==> config.mk <==
export PLATFORM = sky130hd
export DESIGN_NAME = fft_sample_loader
export DESIGN_NICKNAME = d
export VERILOG_FILES = /design/src/rtl/spec_pkg.sv /design/src/rtl/fft_sample_loader_bitrev.sv /design/src/rtl/fft_sample_loader.sv
export SDC_FILE = /design/constraint.sdc
export NUM_CORES = 1
export LEC_CHECK = 0
export BUFFER_PORTS_ARGS = -buffer_cell sky130_fd_sc_hd__buf_4
export CORE_ASPECT_RATIO = 0.5
export CORE_MARGIN = 3
export CORE_UTILIZATION = 53
export CTS_BUF_LIST = sky130_fd_sc_hd__clkbuf_8
export CTS_CLUSTER_SIZE = 8
export DETAILED_ROUTE_END_ITERATION = 6
export HOLD_SLACK_MARGIN = 0.15
export MAX_ROUTING_LAYER = met4
export PLACE_DENSITY = 0.87
export SLEW_MARGIN = 20
export SYNTH_ARGS = -nofsm -noshare
export SYNTH_HDL_FRONTEND = slang
export SYNTH_SLANG_ARGS = --single-unit
export TNS_END_PERCENT = 10
==> constraint.sdc <==
create_clock -name Clk -period 2.69 [get_ports Clk]
set_input_delay 0.1345 -clock Clk [delete_from_list [all_inputs] [get_ports Clk]]
set_output_delay 0.1345 -clock Clk [all_outputs]
set_load 0.005 [all_outputs]
==> src/rtl/spec_pkg.sv <==
// Shared definitions for the FFT front end: the default data-RAM geometry
// (also used by the FFT engine), the loader state encoding, and a
// bit-reverse helper for the default address width.
package spec_pkg;

  localparam int RAM_WIDTH     = 18;
  localparam int RAM_ADDR_BITS = 10;

  typedef enum logic [1:0] {
    ST_IDLE  = 2'd0,
    ST_FILL  = 2'd1,
    ST_READY = 2'd2
  } loader_state_e;

  // Bit reversal at the default address width: result[i] = v[W-1-i].
  function automatic logic [RAM_ADDR_BITS-1:0] bit_reverse(
    input logic [RAM_ADDR_BITS-1:0] v
  );
    logic [RAM_ADDR_BITS-1:0] r;
    r = '0;
    for (int i = 0; i < RAM_ADDR_BITS; i++) begin
      r[i] = v[RAM_ADDR_BITS-1-i];
    end
    return r;
  endfunction

endpackage

==> src/rtl/fft_sample_loader_bitrev.sv <==
// Combinational bit reversal of a WIDTH-bit value; reusable by the FFT
// address generator.
//   val_i  in   WIDTH  value to reverse
//   rev_o  out  WIDTH  rev_o[i] = val_i[WIDTH-1-i]
module fft_sample_loader_bitrev #(
  parameter int WIDTH = 10
) (
  input  logic [WIDTH-1:0] val_i,
  output logic [WIDTH-1:0] rev_o
);

  always_comb begin
    rev_o = '0;
    for (int i = 0; i < WIDTH; i++) begin
      rev_o[i] = val_i[WIDTH-1-i];
    end
  end

endmodule

==> src/rtl/fft_sample_loader.sv <==
// Collects one frame of 2**RAM_ADDR_BITS ADC samples and writes them,
// sign-extended, into the real FFT RAM at bit-reversed addresses (zero into
// the imaginary RAM). Holds the frame until the FFT engine reports done.
//   Clk           in   1               system clock
//   reset         in   1               synchronous active-high reset
//   enable        in   1               arm capture (level)
//   sample_in     in   SAMPLE_WIDTH    signed ADC sample
//   sample_valid  in   1               sample strobe
//   fft_done      in   1               FFT finished, RAMs may be refilled
//   addr          out  RAM_ADDR_BITS   write address (both RAMs)
//   din_re        out  RAM_WIDTH       real RAM data
//   din_im        out  RAM_WIDTH       imag RAM data, always zero
//   write_enable  out  1               write strobe (both RAMs)
//   frame_ready   out  1               full frame resident
//   overrun       out  1               sticky, a sample was dropped
//   sample_count  out  RAM_ADDR_BITS+1 samples written this frame
//
// state | meaning
// IDLE  | not armed, strobes ignored
// FILL  | capturing; a strobe is latched, written the next cycle
// READY | frame complete, waiting for fft_done
module fft_sample_loader #(
  parameter int RAM_WIDTH     = spec_pkg::RAM_WIDTH,
  parameter int RAM_ADDR_BITS = spec_pkg::RAM_ADDR_BITS,
  parameter int SAMPLE_WIDTH  = 12
) (
  input  logic                     Clk,
  input  logic                     reset,
  input  logic                     enable,
  input  logic [SAMPLE_WIDTH-1:0]  sample_in,
  input  logic                     sample_valid,
  input  logic                     fft_done,
  output logic [RAM_ADDR_BITS-1:0] addr,
  output logic [RAM_WIDTH-1:0]     din_re,
  output logic [RAM_WIDTH-1:0]     din_im,
  output logic                     write_enable,
  output logic                     frame_ready,
  output logic                     overrun,
  output logic [RAM_ADDR_BITS:0]   sample_count
);

  import spec_pkg::*;

  localparam int CW = RAM_ADDR_BITS + 1;
  localparam logic [CW-1:0] FRAME_LEN = {1'b1, {RAM_ADDR_BITS{1'b0}}};

  if (SAMPLE_WIDTH > RAM_WIDTH) begin : g_width_check
    $error("SAMPLE_WIDTH must not exceed RAM_WIDTH");
  end

  loader_state_e            state_q, state_d;
  logic [CW-1:0]            cnt_q, cnt_d;
  logic [RAM_ADDR_BITS-1:0] addr_q, addr_d;
  logic [RAM_WIDTH-1:0]     din_re_q, din_re_d;
  logic                     we_q, we_d;
  logic                     overrun_q, overrun_d;
  logic [RAM_ADDR_BITS-1:0] addr_rev;

  // cnt_q has already advanced past the sample being written, so its
  // reversal is the address of the next sample.
  fft_sample_loader_bitrev #(
    .WIDTH (RAM_ADDR_BITS)
  ) u_bitrev (
    .val_i (cnt_q[RAM_ADDR_BITS-1:0]),
    .rev_o (addr_rev)
  );

  always_ff @(posedge Clk) begin
    if (reset) begin
      state_q   <= ST_IDLE;
      cnt_q     <= '0;
      addr_q    <= '0;
      din_re_q  <= '0;
      we_q      <= 1'b0;
      overrun_q <= 1'b0;
    end else begin
      state_q   <= state_d;
      cnt_q     <= cnt_d;
      addr_q    <= addr_d;
      din_re_q  <= din_re_d;
      we_q      <= we_d;
      overrun_q <= overrun_d;
    end
  end

  always_comb begin
    state_d   = state_q;
    cnt_d     = cnt_q;
    addr_d    = addr_q;
    din_re_d  = din_re_q;
    we_d      = 1'b0;
    overrun_d = overrun_q;

    unique case (state_q)
      ST_IDLE: begin
        if (enable) begin
          state_d = ST_FILL;
          cnt_d   = '0;
          addr_d  = '0;
        end
      end

      ST_FILL: begin
        if (we_q) begin
          // Write cycle: a strobe here arrives too soon and is lost. The
          // address moves on only after the write so the RAM sees it stable.
          addr_d = addr_rev;
          if (sample_valid) begin
            overrun_d = 1'b1;
          end
          if (cnt_q == FRAME_LEN) begin
            state_d = ST_READY;
          end
        end else if (!enable) begin
          state_d = ST_IDLE;
          cnt_d   = '0;
          addr_d  = '0;
        end else if (sample_valid) begin
          we_d     = 1'b1;
          din_re_d = RAM_WIDTH'($signed(sample_in));
          cnt_d    = cnt_q + CW'(1);
        end
      end

      ST_READY: begin
        if (sample_valid) begin
          overrun_d = 1'b1;
        end
        if (fft_done) begin
          cnt_d   = '0;
          addr_d  = '0;
          state_d = enable ? ST_FILL : ST_IDLE;
        end
      end

      default: begin
        state_d = ST_IDLE;
        cnt_d   = '0;
        addr_d  = '0;
      end
    endcase
  end

  assign addr         = addr_q;
  assign din_re       = din_re_q;
  assign din_im       = '0;
  assign write_enable = we_q;
  assign frame_ready  = (state_q == ST_READY);
  assign overrun      = overrun_q;
  assign sample_count = cnt_q;

endmodule

# == After elaboration in Yosys (flattened, before gate mapping) ==
# Cells that the tools add are included.
# W data, S select, Z words.
# word_totals
output_inout_bits,60
inputBits,17
word_cells,50
reg_bits,37
# op_classes
n_eq_ne,10
n_reduce_logical,8
bitwise,3
mux,22
add_sub_neg,1
# ops
operator,n
$mux W11,5
$mux W10,4
$pmux W11 S3,1
$pmux W10 S3,1
$reduce_and A4 Y1,3
$add A11 B1 Y11 const B,1
$eq A11 B11 Y1 const B,1
$mux W2,5
$ne A3 B3 Y1 const B,3
$ne A2 B2 Y1 const B,4
$pmux W2 S3,1
$mux W1,4
$reduce_or A4 Y1,1
$not A1 Y1,3
$reduce_and A3 Y1,1
$eq A2 B1 Y1 const B,1
$eq A2 B2 Y1 const B,1
$logic_not A2 Y1,1
$pmux W1 S2,1
$reduce_and A2 Y1,1
$reduce_bool A2 Y1,1

# == Longest topological paths before layout ==
# logic_depth
depth_word,5
depth_mapped,6
ltp_nobuf,5

# == Modules after synthesis ==
# A second synthesis with hierarchy kept.
# unflattened
cells_unflattened,223
area_unflattened_um2,1923.1
# modules_own_cells
module,cells_per_inst,n_inst,area_per_inst_um2,seq_area_each_um2
fft_sample_loader,213,1,1848.0,740.7
fft_sample_loader_bitrev,10,1,75.1,0.0

# == Least setup slack after synthesis ==
# OpenSTA, ideal clock, no wires.
# synth_timing
kind,reg2reg
startpoint,register state_q[0]
endpoint,register addr_q[0] (netlist: addr[0])
path_stages_with_launch,7
slack_ns,1.169
setup_time_ns,0.114
arrival_ns,1.407
period_less_slack_ns,1.521
t_required_ns,2.576
path_buffers,2
path_cell_list,dfxtp_1 -> buf_6 -> and4bb_2 -> nor3_2 -> buf_2 -> mux2i_1 -> nor2_1
# synth_via
elab_chain_len,3
elab_cells_between_ends,8
classes_between,5 x eq/ne; 1 x mux; 2 x reduce/logical
# synth_lines
item,line,rtl
from (decl),fft_sample_loader.sv:51,"loader_state_e state_q, state_d;"
from (signal assigned),fft_sample_loader.sv:77,state_q <= state_d;
"$eq A2 B1 Y1, or another cell as far along",fft_sample_loader.sv:94,unique case (state_q)
$ne A3 B3 Y1 (no line) / $ne A2 B2 Y1 (equally long branches),n/a,
$reduce_and A3 Y1 (no line),n/a,
to (signal assigned),fft_sample_loader.sv:79,addr_q <= addr_d;
to (decl),fft_sample_loader.sv:53,"logic [RAM_ADDR_BITS-1:0] addr_q, addr_d;"
# Parallel ways exist; a longest one is shown, timed or not.
# A chain may end at the register's enable or synchronous reset.

# == Worst setup path in the final report ==
# layout_timing
startpoint,register state_q[0]
endpoint,register din_re_q[3] (netlist: din_re[3])
# layout_via
elab_chain_len,2
# layout_lines
item,line,rtl
$eq A2 B1 Y1,fft_sample_loader.sv:94,
$reduce_and A4 Y1 (no line),n/a,
to (signal assigned),fft_sample_loader.sv:80,din_re_q <= din_re_d;
to (decl),fft_sample_loader.sv:54,"logic [RAM_WIDTH-1:0] din_re_q, din_re_d;"
# No other way between the ends.

==> metrics.yaml <==
setup_path:
  worst_r2r_endpoint: "din_re[3]"
  reg2reg_depth: 5
  crit_type: "register to register"
  rr_startpoint: "state_q[0]"
  end_kind: "register"
  crit_arrival_ns: 2.46
  path_max_fanout: 14
  required_ns: 2.86
  reg2reg_setup_slack_ns: 0.40
  startpoint_type: "register"
floorplanning:
  die_x_um: 89.1
  dieArea_sq_um: 4240
  initial_core_util: 0.581
  core-area_sq_um: 3150
  chipHeight_um: 47.6
  num_rows: 14
  ios: 77
grt:
  grt_max_degree: 19
  first_global_vias: 1478
  grt.total_usage: 0.207
  grt-ovfl-total: 0
  grt_pass1_wl_mm: 6.51
  antenna_found_initial: 0
yosys:
  synth_area_per_cell_sq_um: 8.76
  synth.cell_area_sq_um: 1830
  synth_ff_type: "dfxtp_1"
  synth_top_area_frac: 0.404
  yosys-top-cells-area: "dfxtp_1 40%, buf_4 9.8%, mux2i_1 7.1%, a21oi_1 6.3%, nand3_1 5.2%"
  synthArstFlopShare: 0
  synth-simple-area-share: 0.247
  yosysWarnings: 0
  synth_top_family_by_area: "simple AND/OR/NAND/NOR gates"
  yosysSeqAreaShare: 0.404
  synth.most_common_cell: "dfxtp_1"
  synth-adder-area-share: 0.0137
  synthTopCellsByCount: "37 x dfxtp_1, 24 x buf_4, 23 x a21oi_1, 19 x nand3_1, 18 x nand2_1"
  synth_seq_cells: 37
  synth_edf_count: 0
  synth-xor-area-share: 0
  synth_compound_area_frac: 0.119
  synthMuxAreaShare: 0.0710
  synthDistinctLibCells: 39
  yosysTopAreaCell: "dfxtp_1"
  syn_inst: 209
clocking:
  tritoncts: "done"
  cts_root_buf: "clkbuf_8"
  cts.repair_timing.setup_buffer_count: 0
  clock_latency_ns: 0.28
  htree_levels: 2
  cts_made_buffers: 5
  cts_num_sinks: 37
  ctsLongestPathBuffers: 2
  clk_pin_slew_ns: 0.07
route:
  firstDrtPassIters: 4
  drc: 0
  dr_total_vias: 1642
  detail_route.wl_per_cell_um: 13.5
  drt-initial-drc-count: 71
  drt_wl_total_mm: 4.22
  ant_nets: 0
  vias_per_cell: 5.26
flow_run:
  drv_cap: 0
timing:
  slew_viol_final: 0
  max_freq_ghz: 0.436
  finalSetupViolCount: 0
  tightest_slew_ns: 0.856
  rsz0062_at_grt: "no"
  setup_tns_ns: 0
  period_needed_ns: 2.29
  relSlewSlack: 0.429
  worst_slack_ns: 0.396
  skew_ns: 0.00348
  hold_violations: 0
  period_share: 0.853
run_status:
  status: "finished clean"
min_path:
  holdCritStartpoint: "reset"
  hold_depth: 2
  hold_class: "input pin to register"
  min_to: "din_re[0]"
pwr:
  power_density_nw_per_um2: 449
  ir_drop_mv: 0.413
  p_leak_nw: 1.01
final_layout:
  fin_util: 0.749
  fin_nets: 290
  drive_gt1_frac: 0.261
  syn2layout_area_growth_pct: 28.9
  antennaDiodeCount: 0
placed_design:
  gp_congestion: 0.784
  place_ws_ns: 0.822
  io_buffers: 58
  dp_hpwl_mm: 2.74
## routing by layer
metal	GRT usage	vias to the layer above	wire length (um)
met2	0.379	68	2060
met4	0.0415	0	45
met5	-	-	0
met3	0.0584	7	324
met1	0.233	751	1790
li1	-	816	-
## worst max-delay path, stage by stage (launching register included)
cell           delay [ns]
dfxtp_1              0.54
and4bb_2             0.49
nand2_1              0.34
nand2_1              0.17
a21oi_1              0.08
dlygate4sd3_1        0.57
## cells in the final DEF, fill, tap and decap left out, types with 7 or more instances in the layout
master         instances
a21oi_1               23
inv_1                  7
nand2_1               18
dlygate4sd3_1         14
buf_4                 59
dfxtp_1               37
nor2_1                11
mux2i_1               13
conb_1                18
nand3_1               19
## area by class of cell
type                    instances  area [sq um]
well taps                      40          50.0
multi-input cells             150           892
clock inverters                 3          11.3
repair buffers                 73           583
flip-flops and latches         37           741
inverters                       4          15.0
clock buffers                   5          68.8
fillers                       234           792
## state kept, by name (all words and copies together) (netlist names)
register	flops
sample_count	11
din_re	12
overrun	1
write_enable	1
state_q	2
addr	10
## repair_timing
| item | in CTS | in global routing |
|---|---|---|
| resized for setup | 0 | 0 |
| hold endpoints to repair | 12 | 0 |
| hold buffers | 14 | 0 |
## cells by family after synthesis
group	count (synthesis)
AOI/OAI and AO/OA	37
adders and majority gates	2
buffers and inverters	39
DFF	37
muxes	13
other	1
and+or+nand+nor	80
## worst max-delay path by stage
stage                          start         end  slack, ns  depth (start not counted)
after floorplan           state_q[0]     addr[0]       1.17                          6
after global placement    state_q[0]  state_q[0]       0.98                          4
after detailed placement  state_q[0]  state_q[0]       0.82                          4
after CTS                 state_q[0]   din_re[3]       0.44                          5
after global routing      state_q[0]   din_re[3]       0.30                          5
final                     state_q[0]   din_re[3]       0.40                          5
## report_power, final
group | switching [mW] | leakage [nW] | internal [mW]
clock network | 0.179 | 0.0519 | 0.173
registers | 0.0107 | 0.299 | 0.557
logic | 0.0738 | 0.664 | 0.0670
total | 0.264 | 1.01 | 0.796
## metrics by stage
step | cells | cell area [sq um] | total power [mW] | hold WS [ns]
finish | 312 | 2360 | 1.06 | 0.154
global route | 312 | 2360 | 1.10 | 0.160
CTS | 312 | 2360 | 1.06 | 0.151
detailed placement | 290 | 2140 | 0.703 | 0.407
global placement | 290 | 2140 | 0.699 | 0.398
floorplan | 226 | 1900 | 0.683 | 0.282
Note: power is estimated with default switching activity, not from simulation.
